**config.mk**
```make
export PLATFORM = sky130hd
export DESIGN_NAME = wbu_csr_commit_flat
export DESIGN_NICKNAME = d
export VERILOG_FILES = /design/src/rtl/wbu_csr_commit_if.sv /design/src/rtl/wbu_csr_commit.sv /design/src/flat_wrapper.sv
export SDC_FILE = /design/constraint.sdc
export NUM_CORES = 1
export LEC_CHECK = 0
export BUFFER_PORTS_ARGS = -buffer_cell sky130_fd_sc_hd__buf_4
export CORE_AREA = 2 2 157 159
export DETAILED_ROUTE_END_ITERATION = 12
export DIE_AREA = 0 0 159 161
export PLACE_DENSITY = 0.69
export SLEW_MARGIN = 5
export SYNTH_ARGS = -nofsm -noshare
export SYNTH_HDL_FRONTEND = slang
export SYNTH_SLANG_ARGS = --single-unit
export TNS_END_PERCENT = 5
```
**constraint.sdc**
```tcl
create_clock -name clk -period 8.95 [get_ports clk]
set_clock_uncertainty 0.15 [all_clocks]
set_input_delay 1.79 -clock clk [delete_from_list [all_inputs] [get_ports clk]]
set_output_delay 1.79 -clock clk [all_outputs]
set_load 0.02 [all_outputs]
```
**src/rtl/wbu_csr_commit_if.sv**
```systemverilog
// Bundle between the execution unit, the ID stage CSR read port and the
// write-back/commit stage.
interface wbu_csr_commit_if #(
  parameter int CPU_WIDTH  = 32,
  parameter int REG_ADDR_W = 5
);
  logic                  in_valid;
  logic                  in_ready;
  logic [CPU_WIDTH-1:0]  in_pc;
  logic [CPU_WIDTH-1:0]  exu_res;
  logic [CPU_WIDTH-1:0]  csr_res;
  logic                  csr_res_en;
  logic [11:0]           csr_waddr;
  logic [REG_ADDR_W-1:0] rd_addr;
  logic                  rd_wen;
  logic                  is_ecall;
  logic                  is_mret;
  logic [11:0]           csr_raddr;
  logic [CPU_WIDTH-1:0]  csr_rdata;
  logic                  gpr_wen;
  logic [REG_ADDR_W-1:0] gpr_waddr;
  logic [CPU_WIDTH-1:0]  gpr_wdata;
  logic                  redirect_valid;
  logic [CPU_WIDTH-1:0]  redirect_pc;
  logic                  commit_valid;
  logic [CPU_WIDTH-1:0]  commit_pc;

  modport master (
    output in_valid, in_pc, exu_res, csr_res, csr_res_en, csr_waddr,
           rd_addr, rd_wen, is_ecall, is_mret, csr_raddr,
    input  in_ready, csr_rdata, gpr_wen, gpr_waddr, gpr_wdata,
           redirect_valid, redirect_pc, commit_valid, commit_pc
  );

  modport slave (
    input  in_valid, in_pc, exu_res, csr_res, csr_res_en, csr_waddr,
           rd_addr, rd_wen, is_ecall, is_mret, csr_raddr,
    output in_ready, csr_rdata, gpr_wen, gpr_waddr, gpr_wdata,
           redirect_valid, redirect_pc, commit_valid, commit_pc
  );
endinterface

```
**src/rtl/wbu_csr_commit.sv**
```systemverilog
// Write-back/commit stage with machine-mode CSR file and ecall/mret redirects.
// Optional 64-bit mcycle/mcycleh counter enabled by defining WBU_MCYCLE_EN.
module wbu_csr_commit #(
  parameter int                   CPU_WIDTH   = 32,
  parameter int                   REG_ADDR_W  = 5,
  parameter logic [CPU_WIDTH-1:0] MSTATUS_RST = 32'h0000_1800
) (
  input logic            clk,
  input logic            rst_n,
  wbu_csr_commit_if.slave bus
);

  localparam logic [0:0] IDLE   = 1'b0;
  localparam logic [0:0] COMMIT = 1'b1;

  logic [0:0]            state;
  logic [CPU_WIDTH-1:0]  pc_q;
  logic [CPU_WIDTH-1:0]  exu_res_q;
  logic [CPU_WIDTH-1:0]  csr_res_q;
  logic                  csr_en_q;
  logic [11:0]           csr_waddr_q;
  logic [REG_ADDR_W-1:0] rd_addr_q;
  logic                  rd_wen_q;
  logic                  ecall_q;
  logic                  mret_q;

  logic [CPU_WIDTH-1:0]  mstatus;
  logic [CPU_WIDTH-1:0]  mtvec;
  logic [CPU_WIDTH-1:0]  mepc;
  logic [CPU_WIDTH-1:0]  mcause;

  logic active;
  logic csr_wr;

  // Reset also masks the commit cycle so a discarded commit never leaks out.
  assign active       = rst_n && (state == COMMIT);
  assign csr_wr       = active && csr_en_q && !ecall_q;
  assign bus.in_ready = rst_n && (state == IDLE);

  always_ff @(posedge clk) begin
    if (!rst_n) begin
      state <= IDLE;
    end else if (state == IDLE) begin
      if (bus.in_valid) state <= COMMIT;
    end else begin
      state <= IDLE;
    end
  end

  always_ff @(posedge clk) begin
    if (bus.in_ready && bus.in_valid) begin
      pc_q        <= bus.in_pc;
      exu_res_q   <= bus.exu_res;
      csr_res_q   <= bus.csr_res;
      csr_en_q    <= bus.csr_res_en;
      csr_waddr_q <= bus.csr_waddr;
      rd_addr_q   <= bus.rd_addr;
      rd_wen_q    <= bus.rd_wen;
      ecall_q     <= bus.is_ecall;
      mret_q      <= bus.is_mret;
    end
  end

  // ecall takes priority over an explicit CSR write in the same commit.
  always_ff @(posedge clk) begin
    if (!rst_n) begin
      mstatus <= MSTATUS_RST;
      mtvec   <= '0;
      mepc    <= '0;
      mcause  <= '0;
    end else if (active && ecall_q) begin
      mepc   <= pc_q;
      mcause <= CPU_WIDTH'(11);
    end else if (csr_wr) begin
      case (csr_waddr_q)
        12'h300: mstatus <= csr_res_q;
        12'h305: mtvec   <= csr_res_q;
        12'h341: mepc    <= csr_res_q;
        12'h342: mcause  <= csr_res_q;
        default: ;
      endcase
    end
  end

`ifdef WBU_MCYCLE_EN
  logic [63:0] mcycle;

  // A written half holds for one cycle; counting resumes afterwards.
  always_ff @(posedge clk) begin
    if (!rst_n) begin
      mcycle <= '0;
    end else if (csr_wr && csr_waddr_q == 12'hB00) begin
      mcycle[31:0] <= csr_res_q[31:0];
    end else if (csr_wr && csr_waddr_q == 12'hB80) begin
      mcycle[63:32] <= csr_res_q[31:0];
    end else begin
      mcycle <= mcycle + 64'd1;
    end
  end
`endif

  always_comb begin
    bus.csr_rdata = '0;
    case (bus.csr_raddr)
      12'h300: bus.csr_rdata = mstatus;
      12'h305: bus.csr_rdata = mtvec;
      12'h341: bus.csr_rdata = mepc;
      12'h342: bus.csr_rdata = mcause;
`ifdef WBU_MCYCLE_EN
      12'hB00: bus.csr_rdata = CPU_WIDTH'(mcycle[31:0]);
      12'hB80: bus.csr_rdata = CPU_WIDTH'(mcycle[63:32]);
`endif
      default: bus.csr_rdata = '0;
    endcase
  end

  always_comb begin
    bus.commit_valid   = 1'b0;
    bus.commit_pc      = '0;
    bus.gpr_wen        = 1'b0;
    bus.gpr_waddr      = '0;
    bus.gpr_wdata      = '0;
    bus.redirect_valid = 1'b0;
    bus.redirect_pc    = '0;
    if (active) begin
      bus.commit_valid = 1'b1;
      bus.commit_pc    = pc_q;
      bus.gpr_wen      = rd_wen_q && (rd_addr_q != '0);
      bus.gpr_waddr    = rd_addr_q;
      bus.gpr_wdata    = exu_res_q;
      if (ecall_q) begin
        bus.redirect_valid = 1'b1;
        bus.redirect_pc    = mtvec;
      end else if (mret_q) begin
        bus.redirect_valid = 1'b1;
        bus.redirect_pc    = mepc;
      end
    end
  end

endmodule

```
**src/flat_wrapper.sv**
```systemverilog
// flat-port wrapper written by rule: the top's interface ports become plain ports
module wbu_csr_commit_flat 
#(
  parameter int                   CPU_WIDTH   = 32,
  parameter int                   REG_ADDR_W  = 5,
  parameter logic [CPU_WIDTH-1:0] MSTATUS_RST = 32'h0000_1800
)
  (clk, rst_n, bus_in_valid, bus_in_pc, bus_exu_res, bus_csr_res, bus_csr_res_en, bus_csr_waddr, bus_rd_addr, bus_rd_wen, bus_is_ecall, bus_is_mret, bus_csr_raddr, bus_in_ready, bus_csr_rdata, bus_gpr_wen, bus_gpr_waddr, bus_gpr_wdata, bus_redirect_valid, bus_redirect_pc, bus_commit_valid, bus_commit_pc);
  wbu_csr_commit_if #(.CPU_WIDTH(CPU_WIDTH), .REG_ADDR_W(REG_ADDR_W)) bus_i ();
  input logic clk;
  input logic rst_n;
  input wire logic [$bits(bus_i.in_valid)-1:0] bus_in_valid;
  input wire logic [$bits(bus_i.in_pc)-1:0] bus_in_pc;
  input wire logic [$bits(bus_i.exu_res)-1:0] bus_exu_res;
  input wire logic [$bits(bus_i.csr_res)-1:0] bus_csr_res;
  input wire logic [$bits(bus_i.csr_res_en)-1:0] bus_csr_res_en;
  input wire logic [$bits(bus_i.csr_waddr)-1:0] bus_csr_waddr;
  input wire logic [$bits(bus_i.rd_addr)-1:0] bus_rd_addr;
  input wire logic [$bits(bus_i.rd_wen)-1:0] bus_rd_wen;
  input wire logic [$bits(bus_i.is_ecall)-1:0] bus_is_ecall;
  input wire logic [$bits(bus_i.is_mret)-1:0] bus_is_mret;
  input wire logic [$bits(bus_i.csr_raddr)-1:0] bus_csr_raddr;
  output wire logic [$bits(bus_i.in_ready)-1:0] bus_in_ready;
  output wire logic [$bits(bus_i.csr_rdata)-1:0] bus_csr_rdata;
  output wire logic [$bits(bus_i.gpr_wen)-1:0] bus_gpr_wen;
  output wire logic [$bits(bus_i.gpr_waddr)-1:0] bus_gpr_waddr;
  output wire logic [$bits(bus_i.gpr_wdata)-1:0] bus_gpr_wdata;
  output wire logic [$bits(bus_i.redirect_valid)-1:0] bus_redirect_valid;
  output wire logic [$bits(bus_i.redirect_pc)-1:0] bus_redirect_pc;
  output wire logic [$bits(bus_i.commit_valid)-1:0] bus_commit_valid;
  output wire logic [$bits(bus_i.commit_pc)-1:0] bus_commit_pc;
  assign bus_i.in_valid = bus_in_valid;
  assign bus_i.in_pc = bus_in_pc;
  assign bus_i.exu_res = bus_exu_res;
  assign bus_i.csr_res = bus_csr_res;
  assign bus_i.csr_res_en = bus_csr_res_en;
  assign bus_i.csr_waddr = bus_csr_waddr;
  assign bus_i.rd_addr = bus_rd_addr;
  assign bus_i.rd_wen = bus_rd_wen;
  assign bus_i.is_ecall = bus_is_ecall;
  assign bus_i.is_mret = bus_is_mret;
  assign bus_i.csr_raddr = bus_csr_raddr;
  assign bus_in_ready = bus_i.in_ready;
  assign bus_csr_rdata = bus_i.csr_rdata;
  assign bus_gpr_wen = bus_i.gpr_wen;
  assign bus_gpr_waddr = bus_i.gpr_waddr;
  assign bus_gpr_wdata = bus_i.gpr_wdata;
  assign bus_redirect_valid = bus_i.redirect_valid;
  assign bus_redirect_pc = bus_i.redirect_pc;
  assign bus_commit_valid = bus_i.commit_valid;
  assign bus_commit_pc = bus_i.commit_pc;
  wbu_csr_commit #(.CPU_WIDTH(CPU_WIDTH), .REG_ADDR_W(REG_ADDR_W), .MSTATUS_RST(MSTATUS_RST)) u_core (.clk(clk), .rst_n(rst_n), .bus(bus_i));
endmodule
```
Yosys cells after proc, flatten, opt, wreduce, memory -nomap -nowiden
Cells that the tools add are included.
{"block": "word_totals", "register_bits": 246, "elab_cells": 64, "in_bits": 132, "output_inout_bits": 137}
{"block": "classes", "eq_ne": 8, "reduce_logical": 19, "n_mux": 19, "bitwise": 3}
{"op": "$mux 32", "n": 8}
{"op": "$pmux 32 s4", "n": 1}
{"op": "$eq 12x10->1 const B", "n": 8}
{"op": "$mux 4", "n": 3}
{"op": "$logic_and 1x1->1", "n": 7}
{"op": "$mux 1", "n": 6}
{"op": "$reduce_and 2->1", "n": 3}
{"op": "$reduce_and 3->1", "n": 2}
{"op": "$reduce_bool 2->1", "n": 3}
{"op": "$mux 5", "n": 1}
{"op": "$reduce_bool 5->1", "n": 1}
{"op": "$reduce_or 2->1", "n": 2}
{"op": "$not 1->1", "n": 3}
{"op": "$logic_not 1->1", "n": 1}

Logic depth before layout (Yosys ltp)
{"block": "logic_depth", "word_depth": 5, "ltp_mapped": 8, "ltp_nobuf": 5}

Worst setup path before layout
Ideal clock, no wire load.
{"block": "synth_path", "path_type": "input to register", "from": "in rst_n", "to": "reg u_core.csr_en_q, enable pin", "slack_ps": 2814, "required_ps": 8311, "setup_time_ps": 489, "arrival_time_ps": 5497, "stages": 4, "path_buffers": 2, "path_cell_list": "clkbuf_1 clkbuf_1 nor2b_1 and2_1"}
{"block": "synth_via", "elab_chain_len": 2}
{"item": "start: declaration", "line_no": "flat_wrapper.sv:11", "rtl": "input logic rst_n;"}
{"item": "$logic_and 1x1->1", "line_no": "wbu_csr_commit.sv:38", "rtl": "assign bus.in_ready = rst_n && (state == IDLE);"}
{"item": "named net bus_in_ready", "line_no": "flat_wrapper.sv:23", "rtl": "output wire logic [$bits(bus_i.in_ready)-1:0] bus_in_ready;"}
{"item": "$logic_and 1x1->1", "line_no": "wbu_csr_commit.sv:51", "rtl": "if (bus.in_ready && bus.in_valid) begin"}
{"item": "end signal: assignment", "line_no": "wbu_csr_commit.sv:55", "rtl": "csr_en_q <= bus.csr_res_en;"}
{"item": "end: declaration", "line_no": "wbu_csr_commit.sv:20", "rtl": "logic csr_en_q;"}
The timed path passes the listed nets, and every way through them passes these cells.
A chain may end at the register's enable or synchronous reset.

Final worst setup path
{"block": "layout_path", "from": "in bus_csr_raddr[10]", "to": "out bus_csr_rdata[27]"}
{"block": "layout_via", "elab_chain_len": 2, "elab_cells_between_ends": 5, "classes_between": "4 x eq/ne; 1 x mux"}
{"item": "start: declaration", "line_no": "flat_wrapper.sv:22", "rtl": "input wire logic [$bits(bus_i.csr_raddr)-1:0] bus_csr_raddr;"}
{"item": "$eq 12x10->1", "line_no": "wbu_csr_commit.sv:104", "rtl": "case (bus.csr_raddr)"}
{"item": "$pmux 32 s4 *", "line_no": "wbu_csr_commit.sv:104"}
{"item": "end: declaration", "line_no": "flat_wrapper.sv:24", "rtl": "output wire logic [$bits(bus_i.csr_rdata)-1:0] bus_csr_rdata;"}
Every way passes the cells marked *; elsewhere a longest branch is shown, timed or not.

==> results.md <==
- Setup slack on the worst reg-to-reg path comes out at 5.82 ns.
- The number of slew-limit violations in the final report is 0.
- The detailed router finished its first iteration with 698 violations.
- The post-placement worst setup slack is 2.85 ns.
- Setup violations remaining at the end of the flow were counted as 0.
- The routability congestion estimate from global placement is between 0.8 and 0.9.
- The type of the tightest min-delay check is reg -> reg.
- The slowest cell on the critical path is sky130_fd_sc_hd__and4bb_2.
- The largest driver fanout on the critical path is 36.
- The launching element of the worst setup path is bus_csr_raddr[10].
- The unique cell type count in the Yosys netlist is 32.
- The number of iterations in the first detailed-routing pass is 5.
- The kind of start point of the critical path is an input port.
- After legalization and detailed placement, the total HPWL measured 21100 um.
- Summed over all cells, the static leakage comes to between 0.005 and 0.006 uW.
- The post-layout worst setup margin is 2.84 ns.
- The worst-margin pin slew is 1.31 ns.
- The floorplan step defined a die boundary enclosing 25600 um2.
- The final hold slack is 0.317 ns.
- The clock tree from TritonCTS is done.
- The global-route usage over all layers is 0.242.
- The root buffer cell chosen for the clock tree is sky130_fd_sc_hd__clkbuf_16.
- After detailed routing, the number of remaining DRC violations is 0.
- Walking the worst path, the cells encountered are buf_4 > and4bb_2 > buf_4 > nand2_1 > nor3_4 > buf_4 > a221o_1 > buf_4.
- Detailed routing inserted a total of 8846 vias.
- The post-route total power is 2530 uW.
- The max capacitance violation total is 0.
- The register bit total from synthesis is ~250.
- The routed wire length per instance is about 20 um.
- Dividing the detail-routed via count by the number of cells gives 5.46.
- Counting instances, the worst hold path has a depth of 2.
- The horizontal extent of the die is 159 um.
- The flow ran to the end, and the final reports show no timing, DRC or antenna violations.
- The start point of the worst hold path is u_core.mtvec[14]$_SDFFE_PN0P_.
- Fill cells in the final layout number 2096.
- The area of the core region is 24000 um2.
- The average footprint of a synthesized cell is 10.0 um2.
- Of the cells placed in the final design, the portion with a size suffix greater than 1 is 0.261.
- During placement, the flow inserted port buffers numbering 268.
- The floorplan die height is 161 um.
- The final antenna-violating net count is 0.
- The endpoint of the lowest-slack register-to-register path is u_core.mepc[17]$_SDFFE_PN0P_.
- The total standard cell area after synthesis is 10600 um2.
- The number of cells on the worst reg-to-reg path is 5.
- The synthesized instance count is 1057.
- The family of cells with the greatest summed delay on the critical path is buffers and inverters.
- Setup repair after global routing left no endpoint under its margin.
- The number of primary I/O pins is 269.
- The final layout contains 1408 nets.
- 0 antenna diodes ended up in the layout.
- The total global routing overflow is 0.
- The routed wire length is 32200 um.
- Data arrives at the worst endpoint at between 4 and 5 ns.
- The first-pass GRT wire length is 48900 um.
- The headroom to the max-slew limit is 0.125.
- Data on the critical path is required at its endpoint by between 7 and 8 ns.
- Once the clock tree was built, the resizer swapped 0 gates to a different size.
- The worst supply voltage drop on vdd is about 0.00018 V.
- The cell seen most often among critical-path stages is sky130_fd_sc_hd__buf_4.
- The number of clock sinks is ~250.
- Entering global routing, the biggest net connects 113 pins.
- The initial antenna violation count came to 2.
- The timing-limited maximum frequency is 164 MHz.
- The clock slew seen by the registers of the worst setup and hold paths is 0.06 ns.
- The worst hold path terminates at u_core.mtvec[14]$_SDFFE_PN0P_.
- Summed over all failing endpoints, the final setup total negative slack is 0 ns.
- The yosys synthesis warning count is 0.
- The row count is 57.
- The critical path's largest stage delay is 0.73 ns.
- The via count of the first global-routing pass was 8358.
- The clock latency on the worst-skew pair is approximately 0.54 ns.
- The fraction of the core area covered by cells at the end of the flow is 0.571.
- In this run the post-CTS setup repair buffer count came out at 0.
- Of the available clock period, the critical path in the final layout requires 0.683.
- TritonCTS created 27 clock buffers.
- In this run the deepest clock path goes through 3 buffers.
- The critical path in this run is classified as in -> out.
- Buffers inserted to repair hold after CTS numbered 0.
- The area growth from synthesis to layout is 29.0%.
- For this run, the register share of the synthesized area comes to 0.574.
- The final-report hold violation count came to 0.
- The synthesized netlist net count is 1189.
- For this design the ratio of total power to cell area is 185 nW/um2.
- The startpoint identified for the worst register-to-register timing path is u_core.state$_SDFF_PN0_.
- The routed design could run at a clock period as short as 6.11 ns.
- The initial core utilization is 0.443.
- The combined buffer and inverter count along the critical path is 4.
- The kind of end point of the critical path is a primary output.
- The H-tree depth is 1.
-- layout by cell type, fill, tap and decap left out, types with 20 or more instances in the layout --
cell type,instances
sky130_fd_sc_hd__and3_1,70
sky130_fd_sc_hd__mux2i_1,64
sky130_fd_sc_hd__a21boi_0,28
sky130_fd_sc_hd__nor2b_1,31
sky130_fd_sc_hd__nand2_1,126
sky130_fd_sc_hd__edfxtp_1,117
sky130_fd_sc_hd__nor2_1,113
sky130_fd_sc_hd__dfxtp_1,128
sky130_fd_sc_hd__buf_4,286
sky130_fd_sc_hd__a21oi_1,64
sky130_fd_sc_hd__a221o_1,32
sky130_fd_sc_hd__o21ai_0,20
sky130_fd_sc_hd__nand3_1,79
sky130_fd_sc_hd__nor3_1,44
sky130_fd_sc_hd__clkbuf_16,27
-- sequential cells by signal, summed over array words and instances (netlist names) --
name / flops
u_core.csr_res_q: 32
u_core.exu_res_q: 32
u_core.mcause: 32
u_core.mepc: 32
u_core.mstatus: 32
u_core.mtvec: 32
u_core.pc_q: 32
u_core.csr_waddr_q: 12
u_core.rd_addr_q: 5
u_core.csr_en_q: 1
u_core.ecall_q: 1
u_core.mret_q: 1
u_core.rd_wen_q: 1
u_core.state: 1
-- through the flow --
step	instances	cell area (um2)
after floorplan	1057	10600
after detailed placement	1571	12800
final	1621	13700
after CTS	1621	13700
after global placement	1571	12800
after global routing	1621	13700
-- tightest hold or removal path, stage by stage, from the launching register on --
cell and delay (ns):
sky130_fd_sc_hd__dfxtp_1 0.32, sky130_fd_sc_hd__nand2_1 0.05, sky130_fd_sc_hd__a21boi_1 0.05
-- power breakdown --
| group | internal, uW | switching [uW] |
|---|---|---|
| clock | 697 | 457 |
| sequential | 1210 | 23.1 |
| combinational | 64.2 | 77.9 |
-- worst max path at each step --
| stage | to | slack (ns) | depth (start not counted) |
|---|---|---|---|
| 2_1_floorplan | u_core.csr_en_q$_DFFE_PP_ | 2.81 | 4 |
| 3_3_place_gp | bus_csr_rdata[27] | 2.90 | 8 |
| 3_5_place_dp | bus_csr_rdata[27] | 2.85 | 8 |
| 4_1_cts | bus_csr_rdata[18] | 2.85 | 8 |
| 5_1_grt | bus_csr_rdata[30] | 2.66 | 8 |
| 6_report | bus_csr_rdata[27] | 2.84 | 8 |
-- cells in the mapped netlist --
cell | instances | area [um2]
sky130_fd_sc_hd__and3_1 | 70 | 438
sky130_fd_sc_hd__and2_1 | 3 | 18.8
sky130_fd_sc_hd__nand4_2 | 2 | 25.0
sky130_fd_sc_hd__and4bb_2 | 1 | 12.5
sky130_fd_sc_hd__o21ai_0 | 20 | 100
sky130_fd_sc_hd__inv_1 | 2 | 7.51
sky130_fd_sc_hd__buf_4 | 9 | 67.6
sky130_fd_sc_hd__buf_6 | 4 | 45.0
sky130_fd_sc_hd__nor4_1 | 2 | 12.5
sky130_fd_sc_hd__mux2i_1 | 64 | 641
sky130_fd_sc_hd__nand3_1 | 79 | 395
sky130_fd_sc_hd__a21boi_0 | 28 | 210
sky130_fd_sc_hd__and4b_1 | 1 | 10.0
sky130_fd_sc_hd__and4_1 | 2 | 17.5
sky130_fd_sc_hd__clkbuf_1 | 57 | 214
sky130_fd_sc_hd__dfxtp_1 | 129 | 2580
sky130_fd_sc_hd__edfxtp_1 | 117 | 3510
sky130_fd_sc_hd__o311a_1 | 1 | 10.0
sky130_fd_sc_hd__a21boi_1 | 7 | 52.6
sky130_fd_sc_hd__a221o_1 | 32 | 320
sky130_fd_sc_hd__nor4bb_1 | 4 | 40.0
sky130_fd_sc_hd__nor3_2 | 1 | 10.0
sky130_fd_sc_hd__a21oi_1 | 64 | 320
sky130_fd_sc_hd__buf_1 | 10 | 37.5
sky130_fd_sc_hd__or3_1 | 1 | 6.26
sky130_fd_sc_hd__nor4_4 | 1 | 21.3
sky130_fd_sc_hd__nor2_1 | 115 | 432
sky130_fd_sc_hd__nand2_1 | 126 | 473
sky130_fd_sc_hd__buf_2 | 16 | 80.1
sky130_fd_sc_hd__nand4_1 | 14 | 87.6
sky130_fd_sc_hd__nor2b_1 | 31 | 194
sky130_fd_sc_hd__nor3_1 | 44 | 220
-- layer usage --
| metal | part of all wire | vias to the layer above | routed length, um | global-route usage |
|---|---|---|---|---|
| li1 | - | 4214 | - | - |
| met1 | 0.42 | 4212 | 13400 | 0.323 |
| met2 | 0.47 | 368 | 15100 | 0.395 |
| met3 | 0.091 | 50 | 2920 | 0.0621 |
| met4 | 0.022 | 2 | 706 | 0.0595 |
| met5 | 0.00040 | - | 13 | 0 |
-- area by class of cell --
| type | count | area, um2 | area share |
|---|---|---|---|
| well taps | 324 | 405 | 0.0296 |
| clock inverters | 17 | 205 | 0.0150 |
| flip-flops and latches | 246 | 6100 | 0.445 |
| clock buffers | 33 | 728 | 0.0532 |
| multi-input cells | 713 | 4100 | 0.299 |
| repair buffers | 286 | 2150 | 0.157 |
| inverters | 2 | 7.51 | 0.000548 |
-- cell families (layout without fill, tap and decap cells) --
family	count (synthesis)	after routing	synth area share
muxes	64	64	0.0603
AOI/OAI and AO/OA	152	152	0.0955
and+or+nand+nor	497	497	0.227
buffers and inverters	98	338	0.0426
DFF	246	246	0.574
No activity file was read; power rests on OpenSTA's default activity.
